$ cat src/rtl/alu_seq.sv
// alu_seq: handshaked ALU with registered result/flags.
// Decimal ADD/SUB resolved one BCD nibble per cycle.
module alu_seq #(
   parameter int W      = 8,
   parameter bit DEC_EN = 1'b1
) (
   input  logic         clk,
   input  logic         rst_n,
   input  logic         in_valid,
   output logic         in_ready,
   input  logic [W-1:0] ai,
   input  logic [W-1:0] bi,
   input  logic         ci,
   input  logic [2:0]   op,
   input  logic         dec,
   input  logic         flush,
   output logic         out_valid,
   input  logic         out_ready,
   output logic [W-1:0] out,
   output logic         n_o,
   output logic         v_o,
   output logic         z_o,
   output logic         c_o
);

   localparam int ND = W / 4;
   localparam int KW = $clog2(ND + 1);

   localparam logic [1:0] IDLE = 2'd0;
   localparam logic [1:0] DEC  = 2'd1;
   localparam logic [1:0] DONE = 2'd2;

   logic [1:0]   state;
   logic [W-1:0] a_r, b_r, acc;
   logic         sub_r, cy_r, vd_r;
   logic [KW-1:0] k;

   logic         take, dgo, last;
   logic [W-1:0] lo, bsel, res;
   logic [W:0]   sum;
   logic         bn, bv, bz, bc;

   logic [3:0]   an, bn4, dig;
   logic [4:0]   s;
   logic [5:0]   d;
   logic         cn;
   logic [W-1:0] nxt;

   assign in_ready  = (state == IDLE) ||
                      (state == DONE && out_ready);
   assign out_valid = (state == DONE);
   assign take = in_valid && in_ready && !flush;
   assign dgo  = DEC_EN && dec && (op[2:1] == 2'b11);
   assign last = (k == KW'(ND - 1));

   always_comb begin
      lo   = ai | bi;
      bsel = (op == 3'd7) ? ~bi : bi;
      sum  = {1'b0, ai} + {1'b0, bsel} +
             {{W{1'b0}}, ci};
      res  = '0;
      bc   = 1'b0;
      unique case (1'b1)
         op == 3'd0,
         op == 3'd1: res = ai & bi;
         op == 3'd2: res = lo;
         op == 3'd3: res = ai ^ bi;
         op == 3'd4: begin
            res = {ci, lo[W-1:1]};
            bc  = lo[0];
         end
         op == 3'd5: begin
            res = {lo[W-2:0], ci};
            bc  = lo[W-1];
         end
         default: begin
            res = sum[W-1:0];
            bc  = sum[W];
         end
      endcase
      bn = (op == 3'd0) ? bi[W-1] : res[W-1];
      bv = (op == 3'd0) ? bi[W-2] :
           (ai[W-1] ^ res[W-1]) &
           (bsel[W-1] ^ res[W-1]);
      bz = (res == '0);
   end

   // one BCD digit of the latched operands, selected by k
   always_comb begin
      an  = 4'(a_r >> {k, 2'b00});
      bn4 = 4'(b_r >> {k, 2'b00});
      s   = {1'b0, an} + {1'b0, bn4} + {4'b0, cy_r};
      d   = {2'b0, an} - {2'b0, bn4} - {5'b0, ~cy_r};
      dig = s[3:0];
      cn  = 1'b0;
      if (sub_r) begin
         if (d[5]) begin
            dig = 4'(d + 6'd10);
            cn  = 1'b0;
         end else begin
            dig = d[3:0];
            cn  = 1'b1;
         end
      end else if (s > 5'd9) begin
         dig = 4'(s + 5'd6);
         cn  = 1'b1;
      end
      nxt = (acc & ~(W'(4'hF) << {k, 2'b00})) |
            (W'(dig) << {k, 2'b00});
   end

   always_ff @(posedge clk or negedge rst_n) begin
      if (!rst_n) begin
         state <= IDLE;
         out   <= '0;
         n_o   <= 1'b0;
         v_o   <= 1'b0;
         z_o   <= 1'b0;
         c_o   <= 1'b0;
         a_r   <= '0;
         b_r   <= '0;
         acc   <= '0;
         sub_r <= 1'b0;
         cy_r  <= 1'b0;
         vd_r  <= 1'b0;
         k     <= '0;
      end else if (flush) begin
         state <= IDLE;
      end else if (take) begin
         if (dgo) begin
            state <= DEC;
            a_r   <= ai;
            b_r   <= bi;
            sub_r <= op[0];
            cy_r  <= ci;
            vd_r  <= bv;
            acc   <= '0;
            k     <= '0;
         end else begin
            state <= DONE;
            out   <= res;
            n_o   <= bn;
            v_o   <= bv;
            z_o   <= bz;
            c_o   <= bc;
         end
      end else if (state == DEC) begin
         acc  <= nxt;
         cy_r <= cn;
         k    <= k + KW'(1);
         if (last) begin
            state <= DONE;
            out   <= nxt;
            c_o   <= cn;
            z_o   <= (nxt == '0);
            n_o   <= nxt[W-1];
            v_o   <= vd_r;
         end
      end else if (state == DONE && out_ready) begin
         state <= IDLE;
      end
   end

endmodule

$ cat config.mk
export PLATFORM = sky130hd
export DESIGN_NAME = alu_seq
export DESIGN_NICKNAME = d
export VERILOG_FILES = /design/src/rtl/alu_seq.sv
export SDC_FILE = /design/constraint.sdc
export NUM_CORES = 1
export LEC_CHECK = 0
export CELL_PAD_IN_SITES_DETAIL_PLACEMENT = 0
export CELL_PAD_IN_SITES_GLOBAL_PLACEMENT = 2
export CORE_ASPECT_RATIO = 0.75
export CORE_UTILIZATION = 39
export DETAILED_ROUTE_END_ITERATION = 16
export PLACE_DENSITY_LB_ADDON = 0.1
export REMOVE_ABC_BUFFERS = 1
export SLEW_MARGIN = 30
export SYNTH_ARGS = -nofsm -noshare
export SYNTH_HDL_FRONTEND = slang
export SYNTH_SLANG_ARGS = --single-unit
$ cat constraint.sdc
create_clock -name clk -period 11.58 [get_ports clk]
set_input_delay 2.316 -clock clk [delete_from_list [all_inputs] [get_ports clk]]
set_output_delay 2.316 -clock clk [all_outputs]
set_load 0.01 [all_outputs]
==> results of run 1 <==
registers in the layout (all words and copies together) (netlist names):
signal / flops
a_r: 8
acc: 8
b_r: 8
out: 8
k: 2
state: 2
c_o: 1
cy_r: 1
n_o: 1
sub_r: 1
v_o: 1
vd_r: 1
z_o: 1
metrics by stage:
stage	hold WS (ns)	std cells	util (%)	area [µm²]
after detailed placement	0.457	590	45.5	4430
final	0.469	597	47.2	4600
after global placement	0.451	590	45.5	4430
after floorplan	0.431	415	-	3850
after global routing	0.501	597	47.2	4600
after CTS	0.472	597	47.2	4590
report_power, final:
group | leakage, µW | switching [µW] | internal [µW] | total (µW)
registers | 0.000542 | 38.5 | 197 | 235
logic | 0.00143 | 388 | 308 | 696
clock network | 0.0000759 | 57.3 | 100 | 158
total | 0.00205 | 484 | 606 | 1090
worst max-delay path, stage by stage:
cell and delay, ns:
clkdlybuf4s50_1 1.01, nand3_2 0.37, xnor2_1 0.24, fa_1 0.41, fa_1 0.42, a21o_1 0.17, a21o_1 0.20, xor2_1 0.14
mux4_2 0.50, and4bb_1 0.27, and4b_1 0.19, a21oi_1 0.05, o21ai_1 0.09
metal layers:
layer  global-route usage (%)  vias to the layer above
li1                         -                     1595
met2                     33.0                       77
met3                     3.51                        7
met4                     3.85                        0
met5                        0                        -
met1                     32.4                     1527
layout make-up:
cell class / instances / share of cell area [%]
tap: 132 / 3.59
sequential: 43 / 23.4
multi-input combinational: 330 / 56.9
inverter: 42 / 3.43
timing repair buffer: 43 / 9.09
clock inverter: 2 / 0.817
clock buffer: 5 / 2.72
cell usage in the layout (no fill, tap or decap), types with 6 or more instances in the layout:
master           netlist  routed
a21oi_1               30      29
nand3_1                7       7
inv_1                 42      42
o21ai_0               17      17
clkdlybuf4s50_1        0      38
dfrtp_1               43      43
nand2_1               34      34
nor2_1                30      30
nor2b_1               13      13
a211oi_1               6       6
xnor2_1               13      13
a21o_1                 8       8
mux2i_1               15      15
mux2_2                18      18
ha_1                  37      37
how the worst min path moves through the flow:
stage,from,endpoint,slack [ns],cells past startpoint
6_report,acc[0]$_DFFE_PN0P_,acc[0]$_DFFE_PN0P_,0.47,2
5_1_grt,out[7]$_DFFE_PN0P_,out[7]$_DFFE_PN0P_,0.50,1
4_1_cts,acc[0]$_DFFE_PN0P_,acc[0]$_DFFE_PN0P_,0.47,2
3_5_place_dp,acc[0]$_DFFE_PN0P_,acc[0]$_DFFE_PN0P_,0.46,2
3_3_place_gp,acc[0]$_DFFE_PN0P_,acc[0]$_DFFE_PN0P_,0.45,2
2_1_floorplan,acc[0]$_DFFE_PN0P_,acc[0]$_DFFE_PN0P_,0.43,2
cell families (layout without fill, tap and decap cells):
| family | count (synthesis) | in the layout |
|---|---|---|
| and+or+nand+nor | 120 | 120 |
| AOI/OAI and AO/OA | 109 | 109 |
| buffers and inverters | 61 | 92 |
| DFF | 43 | 43 |
| adders and majority gates | 42 | 42 |
| muxes | 40 | 40 |
| xor gates and xnor gates | 19 | 19 |
cell usage after synthesis (6+ instances only):
library cell	n	area, µm²
a211oi_1	6	45.0
ha_1	37	463
nor2b_1	13	81.3
xnor2_1	13	114
o21ai_0	17	85.1
nor2_1	30	113
a21o_1	8	60.1
buf_2	7	35.0
mux2_2	18	203
a21oi_1	30	150
nand2_1	34	128
mux2i_1	15	150
inv_1	42	158
nand3_1	7	35.0
clkbuf_1	7	26.3
dfrtp_1	43	1080
==> impl_metrics.py, run 1 <==
metrics = {
    "outcome": {
        "status": "finished clean",
    },
    "sta": {
        "maxSlewHeadroom_pct": 44.4,
        "slew_viol_final": 0,
        "clock_skew_ns": 0.0109,
        "period_share_pct": 53.3,
        "tns_ns": 0,
        "hold_viol": 0,
        "fin_ws_ns": 5.41,
        "fmax_mhz": 162,
        "grt_setup_unrepaired": "false",
        "setup_violations": 0,
        "worst_pin_slew_ns": 0.832,
        "fin_crit_ns": 6.17,
    },
    "critical_path": {
        "cp.arrival_ns": 6.39,
        "crit_end": "z_o$_DFFE_PN0P_",
        "crit-reg2reg-launch": "k[0]$_DFFE_PN0P_",
        "startpoint": "op[0]",
        "r2r-end": "out[7]$_DFFE_PN0P_",
        "cp-end-kind": "flop",
        "path_max_fanout": 25,
        "cp.required_ns": 11.79,
        "start_kind": "primary input",
        "path_class": "in -> reg",
        "r2r_setup_slack_ns": 7.30,
        "ff2ff_path_depth": 17,
    },
    "grt": {
        "overflow": 0,
        "grt_pass1_wl_mm": 17.6,
        "grt_pass1_vias": 3259,
        "gr-usage-all-layers_pct": 21.7,
        "grt_max_degree": 44,
        "antenna_found_initial": 0,
    },
    "floorplanning": {
        "die_x_um": 118,
        "dieArea_um2": 10500,
        "pin_count": 40,
        "die_h_um": 89.1,
        "row_count": 31,
        "core_um2": 9740,
        "start_util_pct": 40.5,
    },
    "yosys": {
        "ys_types": 71,
        "synthMuxAreaShare_pct": 12.3,
        "synth_edf_count": 0,
        "async_flop_share_pct": 100,
        "synthXorXnorAreaFrac_pct": 4.70,
        "synthSimpleGateAreaFrac_pct": 16.3,
        "synth_compound_area_share_pct": 18.8,
        "synth_area_per_cell_um2": 9.08,
        "synth_fa_ha_area_share_pct": 14.3,
        "yosysWarnings": 0,
        "synth_cells": 434,
        "synth-seq-cells": 43,
        "synth_top_flop_cell": "dfrtp_1",
        "synth_top_family_by_area": "compound AO/OA/AOI/OAI gates",
        "synth_area_um2": 3940,
        "ys_seq_area_share_pct": 27.3,
    },
    "place": {
        "dp.final_hpwl_mm": 8.28,
        "dp_slack_ns": 5.14,
        "gp_congestion": 0.868,
        "portBuffers": 39,
    },
    "final_layout": {
        "diodes": 0,
        "multi_input_area_um2": 2620,
        "drive_gt1_share_pct": 11.8,
        "area_growth_pct": 16.6,
        "regArea_um2": 1080,
        "fill_cells": 962,
        "fin_nets": 533,
    },
    "power_and_ir_drop": {
        "p_leak_uw": 0.00205,
        "ir_drop_mv": 0.119,
        "total_power_uw": 1090,
        "p_per_area_nw_per_um2": 237,
    },
    "clock_network": {
        "clk_root_buffer_cell": "clkbuf_16",
        "clock_sinks": 43,
        "post-cts-setup-buffer-count": 0,
        "postCtsHoldBufs": 0,
        "cts_tree": "yes",
        "cts_buffers": 5,
        "ctsResizeCount": 0,
        "cts_buffer_depth": 2,
        "htree_levels": 2,
        "clk_pin_slew_ns": 0.07,
        "clock_latency_ns": 0.29,
    },
    "drt": {
        "postRouteAntennaNets": 0,
        "routedLengthMet1_mm": 5.53,
        "wl_met2_mm": 4.31,
        "vias_per_cell": 5.37,
        "route.met3.wl_um": 567,
        "remaining_drc_errors": 0,
        "highest_layer": "met4",
        "initialDrtViolationCount": 133,
        "wire_per_inst_um": 17.6,
        "routed_wirelength_mm": 10.5,
        "firstDrtPassIters": 4,
        "vias": 3206,
    },
    "flow_run": {
        "max-cap-violations": 0,
    },
    "hold_path": {
        "hold_class": "reg -> reg",
    },
}
Note: power is estimated with default switching activity, not from simulation.
==> inputs of run 2 (changes only) <==
--- a/config.mk
+++ b/config.mk
@@ -8,7 +8,7 @@
 export CELL_PAD_IN_SITES_DETAIL_PLACEMENT = 0
 export CELL_PAD_IN_SITES_GLOBAL_PLACEMENT = 2
 export CORE_ASPECT_RATIO = 0.75
-export CORE_UTILIZATION = 39
+export CORE_UTILIZATION = 36
 export DETAILED_ROUTE_END_ITERATION = 16
 export PLACE_DENSITY_LB_ADDON = 0.1
 export REMOVE_ABC_BUFFERS = 1
==> constraint.sdc (replaced) <==
create_clock -name clk -period 6.1 [get_ports clk]
set_input_delay 1.22 -clock clk [delete_from_list [all_inputs] [get_ports clk]]
set_output_delay 1.22 -clock clk [all_outputs]
set_load 0.01 [all_outputs]
==> run 2 against run 1 <==
  * Combinational power up 91%
  * Largest cell class unchanged
  * Largest power group unchanged
  * Critical path depth up 1
  * Clock-buffer cell count up 1
  * Hold slack better by 0.0090 ns
  * Power rose by 88%
  * Non-clock buffer count is 1 higher
  * Register-to-register slack worse by 5.5 ns
  * Critical path type unchanged
  * Flip-flop and latch count stayed put
==> impl_metrics.py, run 2 (synthesis gave the netlist of run 1 again) <==
metrics = {
    "outcome": {
        "status": "finished clean",
    },
    "final_layout": {
        "area_growth_pct": 16.7,
        "stdcell_count": 603,
        "fin_nets": 534,
        "fill_cells": 1056,
        "multi_input_area_um2": 2620,
        "layout_commonest_cell": "dfrtp_1",
        "diodes": 0,
        "regArea_um2": 1080,
        "fin_util_pct": 44.0,
        "drive_gt1_share_pct": 12.2,
        "layout_common_cells": "dfrtp_1 (43), inv_1 (42), clkdlybuf4s50_1 (38)",
    },
    "clock_network": {
        "post-cts-setup-buffer-count": 0,
        "cts_buffer_depth": 2,
        "htree_levels": 2,
        "clk_root_buffer_cell": "clkbuf_16",
        "postCtsHoldBufs": 0,
        "cts_tree": "yes",
        "clock_sinks": 43,
        "ctsResizeCount": 0,
        "clk_pin_slew_ns": 0.06,
        "clock_latency_ns": 0.29,
        "cts_buffers": 5,
    },
    "sta": {
        "hold_viol": 0,
        "setup_violations": 0,
        "fin_crit_ns": 4.69,
        "maxSlewHeadroom_pct": 57.4,
        "grt_setup_unrepaired": "false",
        "worst_pin_slew_ns": 0.640,
        "fmax_mhz": 213,
        "slew_viol_final": 0,
        "period_share_pct": 76.9,
        "fin_ws_ns": 1.41,
        "clock_skew_ns": 0.0102,
        "tns_ns": 0,
    },
    "drt": {
        "remaining_drc_errors": 0,
        "routed_wirelength_mm": 10.9,
        "route.met3.wl_um": 576,
        "routedLengthMet1_mm": 5.70,
        "initialDrtViolationCount": 203,
        "wl_met2_mm": 4.50,
        "firstDrtPassIters": 4,
        "postRouteAntennaNets": 0,
        "vias": 3249,
        "highest_layer": "met4",
        "vias_per_cell": 5.39,
        "wire_per_inst_um": 18.0,
    },
    "power_and_ir_drop": {
        "pwr-share-seq_pct": 21.7,
        "intPower_uw": 1120,
        "p_leak_uw": 0.00205,
        "ir_drop_mv": 0.157,
        "pwr-share-comb_pct": 64.7,
        "power.clock.fraction_pct": 13.6,
        "p_per_area_nw_per_um2": 445,
        "switching_share_pct": 45.2,
        "power.switching_uw": 925,
        "total_power_uw": 2050,
    },
    "critical_path": {
        "start_kind": "primary input",
        "cp-end-kind": "flop",
        "cp.arrival_ns": 4.90,
        "path_max_fanout": 20,
        "ff2ff_path_depth": 17,
        "r2r_setup_slack_ns": 1.84,
        "cp.required_ns": 6.31,
        "path_class": "in -> reg",
    },
    "grt": {
        "overflow": 0,
        "grt_pass1_vias": 3144,
        "gr-usage-all-layers_pct": 20.6,
        "antenna_found_initial": 0,
        "grt_max_degree": 44,
        "grt_pass1_wl_mm": 17.6,
    },
    "hold_path": {
        "holdPathStages": 1,
        "hold_class": "reg -> reg",
    },
    "place": {
        "gp_congestion": 0.862,
        "dp.final_hpwl_mm": 8.57,
        "dp_slack_ns": 1.16,
        "portBuffers": 39,
        "dpl.cell_count": 595,
    },
    "floorplanning": {
        "core_um2": 10500,
        "die_h_um": 92.6,
        "pin_count": 40,
        "start_util_pct": 37.7,
        "dieArea_um2": 11400,
        "die_x_um": 123,
        "row_count": 32,
    },
    "flow_run": {
        "max-cap-violations": 0,
    },
}
[run 2: cell types whose count changed in the layout (fill, tap and decap cells not counted)]
cell / delta
bufinv_16: -1
buf_4: +1
clkinv_4: +1
clkbuf_8: +1
[run 2: stage by stage]
stage | cell area [µm²] | hold WS, ns
floorplan | 3850 | 0.431
global placement | 4440 | 0.450
detailed placement | 4440 | 0.465
CTS | 4600 | 0.483
global route | 4600 | 0.507
finish | 4600 | 0.478
[run 2: area by class of cell]
| class | instances | area share, % |
|---|---|---|
| timing repair buffer | 44 | 9.25 |
| multi-input combinational | 330 | 56.9 |
| inverter | 42 | 3.43 |
| clock inverter | 2 | 0.354 |
| sequential | 43 | 23.4 |
| clock buffer | 6 | 3.02 |
| tap | 136 | 3.70 |
[run 2: path summary, 6_finish.rpt]
kind                                     from                  to
min reg2reg                out[7]$_DFFE_PN0P_  out[7]$_DFFE_PN0P_
max                                     op[2]     z_o$_DFFE_PN0P_
max reg2reg                  k[0]$_DFFE_PN0P_  out[7]$_DFFE_PN0P_
min                        out[7]$_DFFE_PN0P_  out[7]$_DFFE_PN0P_
max in group asynchronous               rst_n  out[1]$_DFFE_PN0P_
min in group asynchronous               rst_n  b_r[1]$_DFFE_PN0P_
[run 2: worst max-delay path, stage by stage]
cell             delay (ns)
clkdlybuf4s50_1        0.45
buf_4                  0.25
nand3_2                0.30
xnor2_1                0.22
fa_1                   0.41
fa_1                   0.42
a21o_1                 0.17
a21o_1                 0.21
xor2_1                 0.14
mux4_2                 0.51
and4bb_1               0.26
and4b_1                0.19
a21oi_1                0.04
o21ai_1                0.09
[run 2: per-layer routing]
| layer | up-vias | GRT usage (%) |
|---|---|---|
| met5 | - | 0 |
| met4 | 0 | 4.37 |
| met3 | 11 | 4.06 |
| met2 | 74 | 28.8 |
| met1 | 1559 | 31.9 |
| li1 | 1605 | - |
[run 2: power groups by stage]
| stage | registers (µW) | clock network (µW) | logic [µW] |
|---|---|---|---|
| after floorplan | 445 | 0 | 942 |
| after global placement | 450 | 0 | 1310 |
| after detailed placement | 448 | 0 | 1320 |
| after CTS | 445 | 286 | 1330 |
| after global routing | 458 | 298 | 1480 |
| final | 444 | 278 | 1330 |
==> inputs of run 3 (changes only) <==
--- a/config.mk
+++ b/config.mk
@@ -8,7 +8,7 @@
 export CELL_PAD_IN_SITES_DETAIL_PLACEMENT = 0
 export CELL_PAD_IN_SITES_GLOBAL_PLACEMENT = 2
 export CORE_ASPECT_RATIO = 0.75
-export CORE_UTILIZATION = 36
+export CORE_UTILIZATION = 33
 export DETAILED_ROUTE_END_ITERATION = 16
 export PLACE_DENSITY_LB_ADDON = 0.1
 export REMOVE_ABC_BUFFERS = 1
==> constraint.sdc (replaced) <==
create_clock -name clk -period 4 [get_ports clk]
set_input_delay 0.8 -clock clk [delete_from_list [all_inputs] [get_ports clk]]
set_output_delay 0.8 -clock clk [all_outputs]
set_load 0.01 [all_outputs]
==> run 3 against run 2 <==
  * Hold slack lost 0.0065 ns
  * Highest routed layer unchanged
  * Setup slack lost 1.2 ns
  * Final cell count grew 6.6%
  * Clock skew shrank 0.0036 ns
  * Clock power grew 92%
  * Largest cell class unchanged
==> impl_metrics.py, run 3 (synthesis gave the netlist of run 1 again) <==
metrics = {
    "outcome": {
        "status": "finished clean",
    },
    "sta": {
        "period_share_pct": 95.3,
        "setup_violations": 0,
        "worst_pin_slew_ns": 0.599,
        "fmax_mhz": 262,
        "clock_skew_ns": 0.00651,
        "grt_setup_unrepaired": "false",
        "slew_viol_final": 0,
        "maxSlewHeadroom_pct": 60.1,
        "fin_crit_ns": 3.81,
        "hold_viol": 0,
        "tns_ns": 0,
    },
    "final_layout": {
        "fin_nets": 548,
        "diodes": 0,
        "fin_util_pct": 41.1,
        "fill_cells": 1213,
        "layout_common_cells": "inv_1 (42), dfrtp_1 (42), clkdlybuf4s50_1 (38)",
        "area_growth_pct": 21.0,
        "drive_gt1_share_pct": 14.6,
        "stdcell_count": 643,
    },
    "grt": {
        "antenna_found_initial": 0,
        "grt_pass1_wl_mm": 18.4,
        "grt_max_degree": 44,
        "gr-usage-all-layers_pct": 19.7,
        "grt_pass1_vias": 3238,
        "overflow": 0,
    },
    "critical_path": {
        "ff2ff_path_depth": 14,
        "path_max_fanout": 10,
        "start_kind": "flop",
        "r2r_setup_slack_ns": 0.19,
        "cp-end-kind": "flop",
        "cp.required_ns": 4.18,
        "cp.arrival_ns": 3.99,
        "path_class": "reg -> reg",
    },
    "power_and_ir_drop": {
        "ir_drop_mv": 0.283,
        "p_leak_uw": 0.00214,
        "p_per_area_nw_per_um2": 693,
    },
    "clock_network": {
        "clock_sinks": 43,
        "htree_levels": 2,
        "clk_pin_slew_ns": 0.07,
        "clk_root_buffer_cell": "clkbuf_16",
        "cts_buffers": 5,
        "cts_buffer_depth": 2,
        "clock_latency_ns": 0.29,
        "cts_tree": "yes",
    },
    "floorplanning": {
        "core_um2": 11600,
        "die_x_um": 128,
        "die_h_um": 96.6,
        "row_count": 34,
        "pin_count": 40,
        "start_util_pct": 33.9,
        "dieArea_um2": 12400,
    },
    "drt": {
        "routed_wirelength_mm": 11.6,
        "firstDrtPassIters": 4,
        "vias_per_cell": 5.16,
        "remaining_drc_errors": 0,
        "vias": 3321,
        "initialDrtViolationCount": 111,
        "wire_per_inst_um": 18.0,
        "postRouteAntennaNets": 0,
    },
    "hold_path": {
        "holdPathStages": 2,
        "hold_class": "reg -> reg",
    },
    "place": {
        "gp_congestion": 0.818,
        "portBuffers": 39,
        "dp.final_hpwl_mm": 9.13,
        "dpl.cell_count": 635,
    },
    "flow_run": {
        "max-cap-violations": 0,
    },
}
-- run 3: cell type report --
class,count,area [µm²],share of cell area (%)
clock inverter,2,60.1,1.26
clock buffer,6,129,2.70
inverter,42,158,3.31
timing repair buffer,58,531,11.1
multi-input combinational,330,2610,54.8
sequential,43,1080,22.6
tap,162,203,4.25
-- run 3: timing repair --
action / in CTS / in global routing
endpoints found under the setup margin: 0 / 3
hold buffers: 0 / 0
resized for setup: 0 / 1
setup buffers: 0 / 0
-- run 3: path summary, 6_finish.rpt --
check | start | end
min reg2reg | acc[0]$_DFFE_PN0P_ | acc[0]$_DFFE_PN0P_
min | acc[0]$_DFFE_PN0P_ | acc[0]$_DFFE_PN0P_
min in group asynchronous | rst_n | acc[5]$_DFFE_PN0P_
max reg2reg | k[0]$_DFFE_PN0P_ | out[7]$_DFFE_PN0P_
max | k[0]$_DFFE_PN0P_ | out[7]$_DFFE_PN0P_
max in group asynchronous | rst_n | k[0]$_DFFE_PN0P_
-- run 3: layer usage --
metal	vias to the layer above	GRT usage (%)	wire length, µm
met2	55	27.2	4630
met1	1637	32.1	6610
met4	0	2.71	46
met3	4	2.99	272
li1	1625	-	-
met5	-	0	0
-- run 3: where the power goes --
part | leakage [µW] | total [µW] | switching [µW] | internal, µW
clock | 0.0000911 | 533 | 175 | 358
sequential | 0.000541 | 670 | 99.4 | 571
combinational | 0.00151 | 2100 | 1180 | 927
total | 0.00214 | 3310 | 1450 | 1860
-- run 3: metrics by stage --
step                      setup WS (ns)  area [µm²]  total power [µW]  hold WS (ns)
final                             0.188        4770              3310         0.472
after global routing            0.00382        4770              3570         0.498
after CTS                         0.107        4770              3320         0.477
after detailed placement        -0.0824        4580              2760         0.463
after global placement          -0.0270        4580              2750         0.459
after floorplan                   0.321        3850              2120         0.431
-- run 3: worst max-delay path, cell delays in order (launching register included) --
cell	delay, ns
dfrtp_2	0.47
buf_4	0.21
mux2i_1	0.12
or2_2	0.29
ha_1	0.49
xor2_4	0.26
xor2_1	0.26
ha_1	0.22
a211oi_2	0.06
mux2_1	0.30
mux2i_1	0.19
mux2i_2	0.16
a221oi_2	0.39
a211oi_1	0.11
a21o_1	0.17
